--- config.mk ---
export PLATFORM = sky130hd
export DESIGN_NAME = mul_stream_adapter
export DESIGN_NICKNAME = d
export VERILOG_FILES = /design/src/rtl/mul_stream_adapter.sv
export SDC_FILE = /design/constraint.sdc
export NUM_CORES = 1
export LEC_CHECK = 0
export CORE_MARGIN = 2
export CORE_UTILIZATION = 51
export CTS_BUF_LIST = sky130_fd_sc_hd__clkbuf_4 sky130_fd_sc_hd__clkbuf_8 sky130_fd_sc_hd__clkbuf_16
export DETAILED_ROUTE_END_ITERATION = 8
export GPL_TIMING_DRIVEN = 0
export PLACE_DENSITY = 0.84
export SLEW_MARGIN = 20
export SYNTH_ARGS = -nofsm -noshare
export SYNTH_HDL_FRONTEND = slang
export SYNTH_SLANG_ARGS = --single-unit
export TNS_END_PERCENT = 10
--- constraint.sdc ---
create_clock -name clk -period 2.9 [get_ports clk]
set_input_delay 0.58 -clock clk [delete_from_list [all_inputs] [get_ports clk]]
set_output_delay 0.58 -clock clk [all_outputs]
set_load 0.05 [all_outputs]
--- src/rtl/mul_stream_adapter.sv ---
// mul_stream_adapter
// Valid/ready front end and result buffer for a sequential multiplier core.
// An accepted operand pair is latched and launched with a one-cycle start
// pulse; the core's done pulse pushes the product into a small FIFO that
// drains on the output stream. Only one operation is ever in flight, and a
// FIFO slot is reserved at accept time so the push can never overflow.
module mul_stream_adapter #(
    parameter int WIDTH   = 16,
    parameter int DEPTH   = 2,
    parameter int TIMEOUT = 64
) (
    input  logic                 clk,
    input  logic                 reset,
    input  logic                 in_valid,
    output logic                 in_ready,
    input  logic [WIDTH-1:0]     in_a,
    input  logic [WIDTH-1:0]     in_b,
    output logic                 out_valid,
    input  logic                 out_ready,
    output logic [2*WIDTH-1:0]   out_product,
    output logic                 mul_start,
    output logic [WIDTH-1:0]     mul_a,
    output logic [WIDTH-1:0]     mul_b,
    input  logic                 mul_done,
    input  logic [2*WIDTH-1:0]   mul_product,
    output logic                 busy,
    output logic                 timeout_err
);

    localparam int PW = (DEPTH > 1) ? $clog2(DEPTH) : 1;
    localparam int CW = $clog2(DEPTH + 1);
    localparam int TW = (TIMEOUT > 1) ? $clog2(TIMEOUT) : 1;

    typedef enum logic [1:0] {
        ST_IDLE  = 2'd0,
        ST_ISSUE = 2'd1,
        ST_WAIT  = 2'd2
    } state_t;

    state_t               state_q, state_d;
    logic [TW-1:0]        timer_q, timer_d;
    logic [WIDTH-1:0]     a_q, a_d;
    logic [WIDTH-1:0]     b_q, b_d;
    logic                 terr_q, terr_d;

    logic [2*WIDTH-1:0]   mem_q [DEPTH];
    logic [PW-1:0]        wr_ptr_q;
    logic [PW-1:0]        rd_ptr_q;
    logic [CW-1:0]        count_q;

    logic                 can_accept_s;
    logic                 push_s;
    logic                 pop_s;

    // Space is judged on the registered count only; a pop this cycle does not help.
    assign can_accept_s = (count_q < CW'(DEPTH));
    assign pop_s        = (count_q != CW'(0)) && out_ready;

    // Next-state logic: accept in IDLE, single issue cycle, then wait for done or timeout.
    always_comb begin
        state_d = state_q;
        timer_d = timer_q;
        a_d     = a_q;
        b_d     = b_q;
        terr_d  = terr_q;
        push_s  = 1'b0;
        case (state_q)
            ST_IDLE: begin
                if (in_valid && can_accept_s) begin
                    a_d     = in_a;
                    b_d     = in_b;
                    state_d = ST_ISSUE;
                end else begin
                    state_d = ST_IDLE;
                end
            end
            ST_ISSUE: begin
                timer_d = TW'(0);
                state_d = ST_WAIT;
            end
            ST_WAIT: begin
                // done has priority over the terminal timer count
                if (mul_done) begin
                    push_s  = 1'b1;
                    state_d = ST_IDLE;
                end else if (timer_q == TW'(TIMEOUT - 1)) begin
                    terr_d  = 1'b1;
                    state_d = ST_IDLE;
                end else begin
                    timer_d = timer_q + TW'(1);
                end
            end
            default: begin
                state_d = ST_IDLE;
            end
        endcase
    end

    // Control registers: FSM state, wait timer, latched operands, sticky timeout flag.
    always_ff @(posedge clk) begin
        if (reset) begin
            state_q <= ST_IDLE;
            timer_q <= TW'(0);
            a_q     <= WIDTH'(0);
            b_q     <= WIDTH'(0);
            terr_q  <= 1'b0;
        end else begin
            state_q <= state_d;
            timer_q <= timer_d;
            a_q     <= a_d;
            b_q     <= b_d;
            terr_q  <= terr_d;
        end
    end

    // Result FIFO: registered push/pop, pointers wrap naturally since DEPTH is a power of two.
    always_ff @(posedge clk) begin
        if (reset) begin
            for (int i = 0; i < DEPTH; i++) begin
                mem_q[i] <= (2*WIDTH)'(0);
            end
            wr_ptr_q <= PW'(0);
            rd_ptr_q <= PW'(0);
            count_q  <= CW'(0);
        end else begin
            if (push_s) begin
                mem_q[wr_ptr_q] <= mul_product;
                wr_ptr_q        <= wr_ptr_q + PW'(1);
            end
            if (pop_s) begin
                rd_ptr_q <= rd_ptr_q + PW'(1);
            end
            case ({push_s, pop_s})
                2'b10:   count_q <= count_q + CW'(1);
                2'b01:   count_q <= count_q - CW'(1);
                default: count_q <= count_q;
            endcase
        end
    end

    // in_ready is held low while reset is applied so nothing looks acceptable then.
    assign in_ready    = !reset && (state_q == ST_IDLE) && can_accept_s;
    assign out_valid   = (count_q != CW'(0));
    assign out_product = mem_q[rd_ptr_q];
    assign mul_start   = (state_q == ST_ISSUE);
    assign mul_a       = a_q;
    assign mul_b       = b_q;
    assign busy        = (state_q != ST_IDLE);
    assign timeout_err = terr_q;

endmodule

==> results_dict.tcl <==
set metrics [dict create \
    status "complete, no violations" \
    hold_viol 0 \
    power_frac_seq_pct 52.7 \
    synth-xor-area-share_pct 0.766 \
    power.leakage_nw 2.58 \
    total_power_mw 3.31 \
    syn_avg_cell_area_sq_um 11.5 \
    grtUsageTotal_pct 21.3 \
    drtIter0Drc 99 \
    syn-cell-area_sq_mm 0.00457 \
    tightest_slew_ns 0.842 \
    end_kind "output pin" \
    finalCritPeriodShare_pct 96.9 \
    dieArea_sq_mm 0.00973 \
    power_density_mw_per_mm2 524 \
    critical_path.slowest_cell "clkdlybuf4s50_1" \
    grt_max_degree 33 \
    diodes 0 \
    cts_tree "built" \
    antenna_found_initial 0 \
    rows 34 \
    ys_seq_elements 110 \
    post-route-min-period_ns 2.81 \
    cpLargestDelayFamily "buffers and inverters" \
    clkSinkCount 110 \
    avgRoutedWirePerCell_um 15.8 \
    gp_congestion 0.858 \
    fin_util_pct 72.4 \
    cts_max_level 3 \
    p_switching_uw 931 \
    cp.depth 4 \
    yosysWarningCount 0 \
    cp-start-kind "register" \
    ios 138 \
    setup_viol 0 \
    criticalPathCategory "reg2out" \
    hold_class "reg2reg" \
    critPathBufInv 3 \
    cp_cell_sequence "clkbuf_1 -> buf_2 -> mux2_2 -> clkdlybuf4s50_1" \
    post_cts_buffers 0 \
    maxSlewHeadroom_pct 43.9 \
    clkSlewWorstSetupHoldPaths_ns 0.10 \
    die-width_um 98.7 \
    routed_wl_um 10400 \
    die_y_um 98.7 \
    pwr-share-clk_pct 27.7 \
    fillers 603 \
    syn2layout_area_growth_pct 38.2 \
    root_buffer "clkbuf_8" \
    synth.distinct_cells 33 \
    swShare_pct 28.1 \
    r2r_cells 5 \
    slowest_delay_ns 0.70 \
    synth-compound-area-share_pct 5.72 \
    layout.nets 619 \
    grt_pass1_wl_um 16400 \
    fp.coreArea_sq_mm 0.00872 \
    maxCapViolCount 0 \
    synthMuxAreaShare_pct 8.32 \
    internal-power_mw 2.38 \
    port_buffers 136 \
    ctsLongestPathBuffers 2 \
    synth_nets 472 \
    drive_above_1_share_pct 11.7 \
    required_ns 2.32 \
    worst_ep_arrival_time_ns 2.23 \
    antenna_left 0 \
    synth_top_family_by_area "simple AND/OR/NAND/NOR gates" \
    crit_path_max_fanout 10 \
    initial_core_util_pct 52.4 \
    synth_fa_ha_area_share_pct 1.64 \
    synth_cells 397 \
    vias 3397 \
    hold_depth 2 \
    grt_pass1_vias 3464 \
    drc_errors 0 \
    finalMaxSlewViolations 0 \
    fmax_ghz 0.356 \
    ys_seq_area_share_pct 62.2 \
    cts_buffers 9 \
    dr.pass1.iters 4 \
    via_per_inst 5.17 \
    overflow 0 \
    comb_power_share_pct 19.6 \
    dp_hpwl_um 7460 \
    ir_drop_uv 282 \
    rsz0062_at_grt "no" \
    clkLatencyLatePin_ns 0.37 \
    setup_tns_ns 0 \
    synth-simple-area-share_pct 18.9 \
    clock_skew_ns 0.0110 \
]
## power by group through the flow
stage	combinational, mW	sequential [mW]	clock [mW]
after global placement	0.641	1.77	0
after global routing	0.683	1.75	0.991
after CTS	0.654	1.74	0.930
after floorplan	0.291	1.87	0
final	0.647	1.74	0.918
after detailed placement	0.649	1.78	0
## flip-flops by register name, summed over array words and instances (netlist names), named ones only
name and flops:
wr_ptr_q 1, count_q 2, state_q 2, mul_b 16, rd_ptr_q 1, mul_a 16
timer_q 6, mem_q 64, timeout_err 1
## cell usage after synthesis, drive strengths merged
cell type | instances | area [sq um]
mux2 | 32 | 360
nor3 | 2 | 10.0
dfxtp | 46 | 921
nand3 | 2 | 10.0
and2 | 67 | 422
edfxtp | 64 | 1920
o21ai | 5 | 28.8
xnor2 | 2 | 17.5
or2 | 5 | 31.3
nand2b | 1 | 6.26
inv | 6 | 22.5
and4 | 1 | 8.76
nand3b | 1 | 7.51
a21oi | 40 | 200
nand4 | 1 | 6.26
a41oi | 1 | 8.76
nand2 | 71 | 267
o211ai | 1 | 7.51
ha | 6 | 75.1
or4 | 1 | 7.51
buf | 6 | 30.0
and3b | 1 | 8.76
clkbuf | 16 | 60.1
nor2 | 7 | 26.3
o21a | 1 | 7.51
nor3b | 2 | 25.0
mux2i | 2 | 20.0
o32ai | 1 | 8.76
or3 | 4 | 27.5
xor2 | 2 | 17.5
## stage by stage
stage | area [sq um] | hold WS [ns] | cells | setup slack, ns
2_1_floorplan | 4570 | 0.449 | 397 | 0.345
5_1_grt | 6320 | 0.481 | 657 | 0.00176
6_report | 6320 | 0.459 | 657 | 0.0886
3_3_place_gp | 6070 | 0.441 | 641 | -0.00658
4_1_cts | 6260 | 0.462 | 657 | 0.0253
3_5_place_dp | 6070 | 0.447 | 641 | 0.00309
## final cells by class
| cell class | instances | area (sq um) | share of cell area (%) |
|---|---|---|---|
| well taps | 108 | 135 | 2.14 |
| clock inverters | 6 | 62.6 | 0.990 |
| repair buffers | 136 | 1420 | 22.4 |
| flip-flops and latches | 110 | 2840 | 45.0 |
| plain buffers | 22 | 90.1 | 1.43 |
| clock buffers | 10 | 131 | 2.08 |
| multi-input cells | 259 | 1620 | 25.6 |
| inverters | 6 | 22.5 | 0.357 |
## worst reg2reg max path, delay by kind of cell, from the launching register on
kind | cells | cell delay [ns]
and+or+nand+nor | 3 | 1.36
DFF | 1 | 0.34
buffers and inverters | 1 | 0.10
adders and majority gates | 1 | 0.31
## cells by family (layout without fill, tap and decap cells)
| group | Yosys count | count (layout) |
|---|---|---|
| xor gates and xnor gates | 4 | 4 |
| adders and majority gates | 6 | 6 |
| DFF | 110 | 110 |
| and+or+nand+nor | 166 | 166 |
| AOI/OAI and AO/OA | 49 | 49 |
| muxes | 34 | 34 |
| buffers and inverters | 28 | 180 |
## cell usage in the layout, fill, tap and decap left out, drive strengths merged
cell type	instances
o32ai	1
o21a	1
clkinv	4
a21oi	40
a41oi	1
nor3b	2
nand2	71
o211ai	1
dlymetal6s2s	22
or4	1
nor2	7
clkinvlp	1
mux2	32
clkdlybuf4s50	114
mux2i	2
xor2	2
nand4	1
edfxtp	64
dfxtp	46
and4	1
buf	6
or3	4
bufinv	1
nor3	2
inv	6
and3b	1
o21ai	5
nand3	2
xnor2	2
clkbuf	26
or2	5
and2	67
nand3b	1
ha	6
nand2b	1
## final timing paths
| path | startpoint | to | slack, ns |
|---|---|---|---|
| max | register | out_product[20] | 0.09 |
| min | mul_b[2] | mul_b[2] | 0.46 |
| max reg2reg | state_q[0] | mem_q[0][27] | 0.39 |
| min reg2reg | mul_b[2] | mul_b[2] | 0.46 |
## per-layer routing
metal  vias up  share of wire, %  GRT usage, %
li1       1646                 -             -
met1      1611                40          25.1
met2       123                50          36.8
met3        17               8.3          6.74
met4         0               1.5          7.90
met5         -                 0             0
## what timing repair did
action                     4_1_cts  5_1_grt
hold buffers                     0        0
resized for setup                0       22
setup endpoints to repair        0       22
hold endpoints to repair         0        0
No activity file was read; power rests on OpenSTA's default activity.
